--- config.mk ---
export PLATFORM = sky130hd
export DESIGN_NAME = bcd_key_entry
export DESIGN_NICKNAME = d
export VERILOG_FILES = /design/src/rtl/bcd_pkg.sv /design/src/rtl/bcd_key_entry_enc.sv /design/src/rtl/bcd_key_entry.sv
export SDC_FILE = /design/constraint.sdc
export NUM_CORES = 1
export LEC_CHECK = 0
export ABC_AREA = 0
export ABC_CLOCK_PERIOD_IN_PS = 8400
export CORE_ASPECT_RATIO = 1.25
export CORE_UTILIZATION = 61
export DETAILED_ROUTE_END_ITERATION = 8
export GPL_TIMING_DRIVEN = 1
export PLACE_DENSITY = 0.83
export SLEW_MARGIN = 20
export SYNTH_ARGS = -nofsm -noshare
export SYNTH_HDL_FRONTEND = slang
export SYNTH_SLANG_ARGS = --single-unit
--- constraint.sdc ---
create_clock -name clk -period 8.4 [get_ports clk]
set_input_delay 1.26 -clock clk [delete_from_list [all_inputs] [get_ports clk]]
set_output_delay 1.26 -clock clk [all_outputs]
set_load 0.02 [all_outputs]
--- src/rtl/bcd_pkg.sv ---
// Shared types and constants for the decimal key-entry controller and its encoder.
package bcd_pkg;

  localparam int BCD_W = 4;
  localparam logic [BCD_W-1:0] KEY_INVALID = 4'd15;

  typedef enum logic [2:0] {
    IDLE     = 3'd0,
    DEBOUNCE = 3'd1,
    EMIT     = 3'd2,
    WAIT_REL = 3'd3,
    ERRST    = 3'd4
  } state_e;

endpackage

--- src/rtl/bcd_key_entry_enc.sv ---
// One-hot to BCD encoder: returns the index of the single set bit, KEY_INVALID otherwise.
module bcd_key_entry_enc
  import bcd_pkg::*;
(
  input  logic [9:0]       onehot,
  output logic [BCD_W-1:0] code
);

  logic [3:0] hits;
  logic [3:0] idx;

  always_comb begin
    hits = 4'd0;
    idx  = 4'd0;
    for (int k = 0; k < 10; k++) begin
      if (onehot[k]) begin
        hits = hits + 4'd1;
        idx  = 4'(k);
      end
    end
    // Zero or several keys both map to the reject code.
    code = (hits == 4'd1) ? idx : KEY_INVALID;
  end

endmodule

--- src/rtl/bcd_key_entry.sv ---
// 10-key decimal entry: synchronise, debounce, reject multi-key presses,
// hand the digit out over valid/ready and shift it into a BCD display register.
module bcd_key_entry
  import bcd_pkg::*;
#(
  parameter int DB_CYCLES = 4,
  parameter int NDIG      = 4
) (
  input  logic                  clk,
  input  logic                  rst_n,
  input  logic [9:0]            sw,
  input  logic                  clr,
  input  logic                  key_ready,
  output logic                  key_valid,
  output logic [BCD_W-1:0]      key_code,
  output logic [BCD_W*NDIG-1:0] digits,
  output logic                  err
);

  localparam int CNT_W = $clog2(DB_CYCLES);
  localparam logic [CNT_W-1:0] CNT_MAX = CNT_W'(DB_CYCLES - 1);

  logic [9:0]            sync1_q, sw_s_q;
  state_e                state_q, state_d;
  logic [9:0]            snap_q, snap_d;
  logic [CNT_W-1:0]      cnt_q, cnt_d;
  logic [BCD_W*NDIG-1:0] digits_q, digits_d;
  logic [BCD_W-1:0]      key_code_q, key_code_d;
  logic                  key_valid_q, key_valid_d;
  logic                  err_q, err_d;
  logic [BCD_W-1:0]      enc_code;

  bcd_key_entry_enc u_enc (
    .onehot (snap_q),
    .code   (enc_code)
  );

  always_comb begin
    state_d     = state_q;
    snap_d      = snap_q;
    cnt_d       = cnt_q;
    digits_d    = digits_q;
    key_code_d  = key_code_q;
    key_valid_d = key_valid_q;
    err_d       = err_q;

    case (state_q)
      IDLE: begin
        if (sw_s_q != 10'd0) begin
          state_d = DEBOUNCE;
          snap_d  = sw_s_q;
          cnt_d   = '0;
        end
      end
      DEBOUNCE: begin
        if (sw_s_q == 10'd0) begin
          state_d = IDLE;
        end else if (sw_s_q != snap_q) begin
          snap_d = sw_s_q;
          cnt_d  = '0;
        end else if (cnt_q == CNT_MAX) begin
          if (enc_code == KEY_INVALID) begin
            state_d = ERRST;
            err_d   = 1'b1;
            cnt_d   = '0;
          end else begin
            state_d     = EMIT;
            key_code_d  = enc_code;
            key_valid_d = 1'b1;
          end
        end else begin
          cnt_d = cnt_q + CNT_W'(1);
        end
      end
      EMIT: begin
        // Switch activity is ignored here so a quick release cannot cancel the key.
        if (key_valid_q && key_ready) begin
          key_valid_d = 1'b0;
          digits_d    = {digits_q[BCD_W*NDIG-BCD_W-1:0], key_code_q};
          state_d     = WAIT_REL;
          cnt_d       = '0;
        end
      end
      WAIT_REL, ERRST: begin
        if (sw_s_q != 10'd0) begin
          cnt_d = '0;
        end else if (cnt_q == CNT_MAX) begin
          state_d = IDLE;
          err_d   = 1'b0;
        end else begin
          cnt_d = cnt_q + CNT_W'(1);
        end
      end
      default: state_d = IDLE;
    endcase

    if (clr) begin
      digits_d = '0;
    end
  end

  always_ff @(posedge clk or negedge rst_n) begin
    if (!rst_n) begin
      sync1_q     <= '0;
      sw_s_q      <= '0;
      state_q     <= IDLE;
      snap_q      <= '0;
      cnt_q       <= '0;
      digits_q    <= '0;
      key_code_q  <= '0;
      key_valid_q <= 1'b0;
      err_q       <= 1'b0;
    end else begin
      sync1_q     <= sw;
      sw_s_q      <= sync1_q;
      state_q     <= state_d;
      snap_q      <= snap_d;
      cnt_q       <= cnt_d;
      digits_q    <= digits_d;
      key_code_q  <= key_code_d;
      key_valid_q <= key_valid_d;
      err_q       <= err_d;
    end
  end

  assign key_valid = key_valid_q;
  assign key_code  = key_code_q;
  assign digits    = digits_q;
  assign err       = err_q;

endmodule

==> metrics.cfg <==
[placed_design]
dpl.hpwl_mm = 4.63
buffer_ports.inserted = 35
place.gp.congestion = 0.874
numPlacedInstances = 407

[clock_network]
cts_num_sinks = 57
cts_setup_buffers = 0
htree_num_levels = 3
post_cts_resized = 0
cts.hold.buffers_added = 0
tritoncts = yes
cts-buffers-inserted = 9
clock_latency_ps = 330
max-clock-path-buffers = 2
clk_root_buffer_cell = clkbuf_8
worst_setup_hold_path_clk_slew_ps = 60

[finish]
n_antenna_cell = 0
post_layout_nonfiller_instances = 423
syn2layout_area_growth_pct = 17.0
drive_gt1_share_pct = 9.70
finish.net_count = 380
postLayoutCoreUtil_pct = 74.4

[critical_path]
end_kind = flip-flop
cp_slowest_cell = dfrtp_1
cp_max_fo = 7
worst-endpoint-arrival_ps = 6570
setup.worst_path.class = reg2reg
max_stage_delay_ps = 410
timing.critical_path.mode_cell = ha_1
ff2ff_setup_slack_ps = 2040
setup.worst_path.start_class = flip-flop
timing.critical_path.required_ps = 8610

[synthesis]
synth_top_area_share_pct = 44.2
synth_cells = 326
post_synth_instance_area_um2 = 3230
synth_top_area_cell = dfrtp_1
synthesis.yosys.warnings = 0
synth_sequential_area_ratio_pct = 44.2
dominantRegCellSynth = dfrtp_1
mappedNetlistNets = 350
asyncSetResetFlopFracSynth_pct = 100
post_synth_num_cell_types = 54
synth_top_cells_by_area = dfrtp_1 44%, nand2_1 5.9%, a21oi_1 4.5%
synth-edff-count = 0
average_cell_area_after_synthesis_um2 = 9.90
postSynthRegisterBits = 57

[route]
post_detailed_route_via_to_cell_ratio = 5.92
num_vias = 2503
drc_errors = 0
firstDrtPassIters = 4
drt-total-wl_mm = 6.74
antenna_violating_nets_post_route = 0
drt_iter0_drc = 132
routedWlPerCell_um = 15.9

[floorplanning]
die_height_um = 83.3
placement_rows = 29
top_level_ports = 36
coreArea_um2 = 5080
floorplan.die.width_um = 67.1
initial_core_util_pct = 63.5
die_area_um2 = 5590

[sta]
maxSlewViolCount = 0
finClkSkew_ps = 7.53
timing.hold.ws_ps = 349
hold_viol_final = 0
timing.max_slew.rel_slack_pct = 34.1
timing.setup.tns_ps = 0
max_slew.worst_pin.slew_ps = 979
max_clock_freq_mhz = 157
fin_crit_sh_pct = 75.8
final_period_minus_worst_setup_slack_ps = 6360
rsz_0062_raised_after_global_routing = no
setup_viol_count_final = 0

[grt]
grt_max_degree = 58
global_route.overflow_total = 0
antenna_found_initial = 0
grt_first_pass_wirelength_mm = 11.1
grt_pass1_vias = 2406
grt.total_usage_pct = 26.7

[power]
static-leakage-power_nw = 1.64
power.density_nw_per_um2 = 236
peakVddDrop_v = 0.000242
power_mw = 0.892

[status]
status = completed

[job]
max_cap_violations = 0

[min_path]
hold_class = reg2reg

## registers in the layout, summed over array words and instances, names as in the netlist
name,flops
key_code,4
state_q,3
snap_q,10
sync1_q,10
digits,16
key_valid,1
err,1
sw_s_q,10
cnt_q,2
## per-stage QoR
stage / cell area [um2] / setup slack [ps]
final: 3780 / 2040
after global routing: 3780 / 1620
after CTS: 3770 / 2040
after detailed placement: 3590 / 2080
after global placement: 3590 / 2360
after floorplan: 3230 / 2660
## routing by layer
metal  vias to the layer above  share of wire, %  wire length, um  global-route usage [%]
met4                         0               2.4              159                    9.67
met3                        16               4.5              305                    7.28
li1                       1210                 -                -                       -
met2                        76                50             3400                    43.7
met5                         -                 0                0                       0
met1                      1201                43             2880                    32.9
## cells in the final DEF (no fill, tap or decap), drive strengths merged, types with 3 or more instances in the layout
cell type	n
a211oi	3
xnor2	13
clkdlybuf4s50	34
nor2	16
nor3	3
ha	10
nand4	3
xnor3	5
nor3b	3
clkinv	3
nor4	3
inv	14
xor2	11
nand2	51
mux2i	3
mux2	15
o211ai	4
or2	3
dfrtp	57
clkbuf	11
o21ai	14
o22ai	3
a21oi	30
o31ai	4
nand3	10
## cell families (layout without fill, tap and decap cells)
logic type,Yosys count,in the layout,synth area share [%]
AO/OA/AOI/OAI,73,73,14.1
XOR/XNOR,31,31,12.1
adder cells (fa/ha/maj),10,10,3.88
buffers and inverters,31,66,3.84
flip-flops,57,57,44.2
multiplexers,18,18,6.16
AND/OR/NAND/NOR,106,106,15.7
## report_power, final
| part | internal, mW | total (mW) | switching (mW) |
|---|---|---|---|
| registers | 0.284 | 0.301 | 0.0169 |
| clock network | 0.136 | 0.242 | 0.105 |
| logic | 0.159 | 0.350 | 0.191 |
| total | 0.579 | 0.892 | 0.313 |
## worst max-delay path: cells and delay by family (launching register included)
kind	cells	cell delay (ps)
XOR/XNOR	5	1180
AND/OR/NAND/NOR	7	920
AO/OA/AOI/OAI	5	880
multiplexers	2	420
buffers and inverters	4	310
adder cells (fa/ha/maj)	7	2100
flip-flops	1	410
## Yosys cell counts, types with 3 or more instances
master and count:
o31ai_1 4, clkbuf_1 14, dfrtp_1 57, o22ai_1 3
inv_1 14, nand4_1 3, xnor3_1 5, or2_2 3
mux2_2 9, xor2_1 11, nor2_1 16, nor4_1 3
a21oi_1 29, mux2_1 6, xnor2_1 12, mux2i_1 3
a211oi_1 3, nor3b_1 3, nand3_1 9, ha_1 10
nand2_1 51, o21ai_0 12, o211ai_1 4, nor3_1 3
## area by class of cell
| class | count | area (um2) |
|---|---|---|
| multi-input cells | 238 | 1680 |
| flip-flops and latches | 57 | 1430 |
| fillers | 375 | 1300 |
| repair buffers | 36 | 353 |
| clock buffers | 11 | 131 |
| well taps | 62 | 77.6 |
| clock inverters | 5 | 56.3 |
| inverters | 14 | 52.6 |
## path summary, 6_finish.rpt
| kind | start | endpoint | depth (start not counted) |
|---|---|---|---|
| min reg2reg | sync1_q[1] | sw_s_q[1] | 0 |
| max in group asynchronous | rst_n | snap_q[2] | 2 |
| min | sync1_q[1] | sw_s_q[1] | 0 |
| max | snap_q[0] | key_code[0] | 30 |
| min in group asynchronous | rst_n | err | 2 |
| max reg2reg | snap_q[0] | key_code[0] | 30 |
Power figures use the tool's default switching activity.
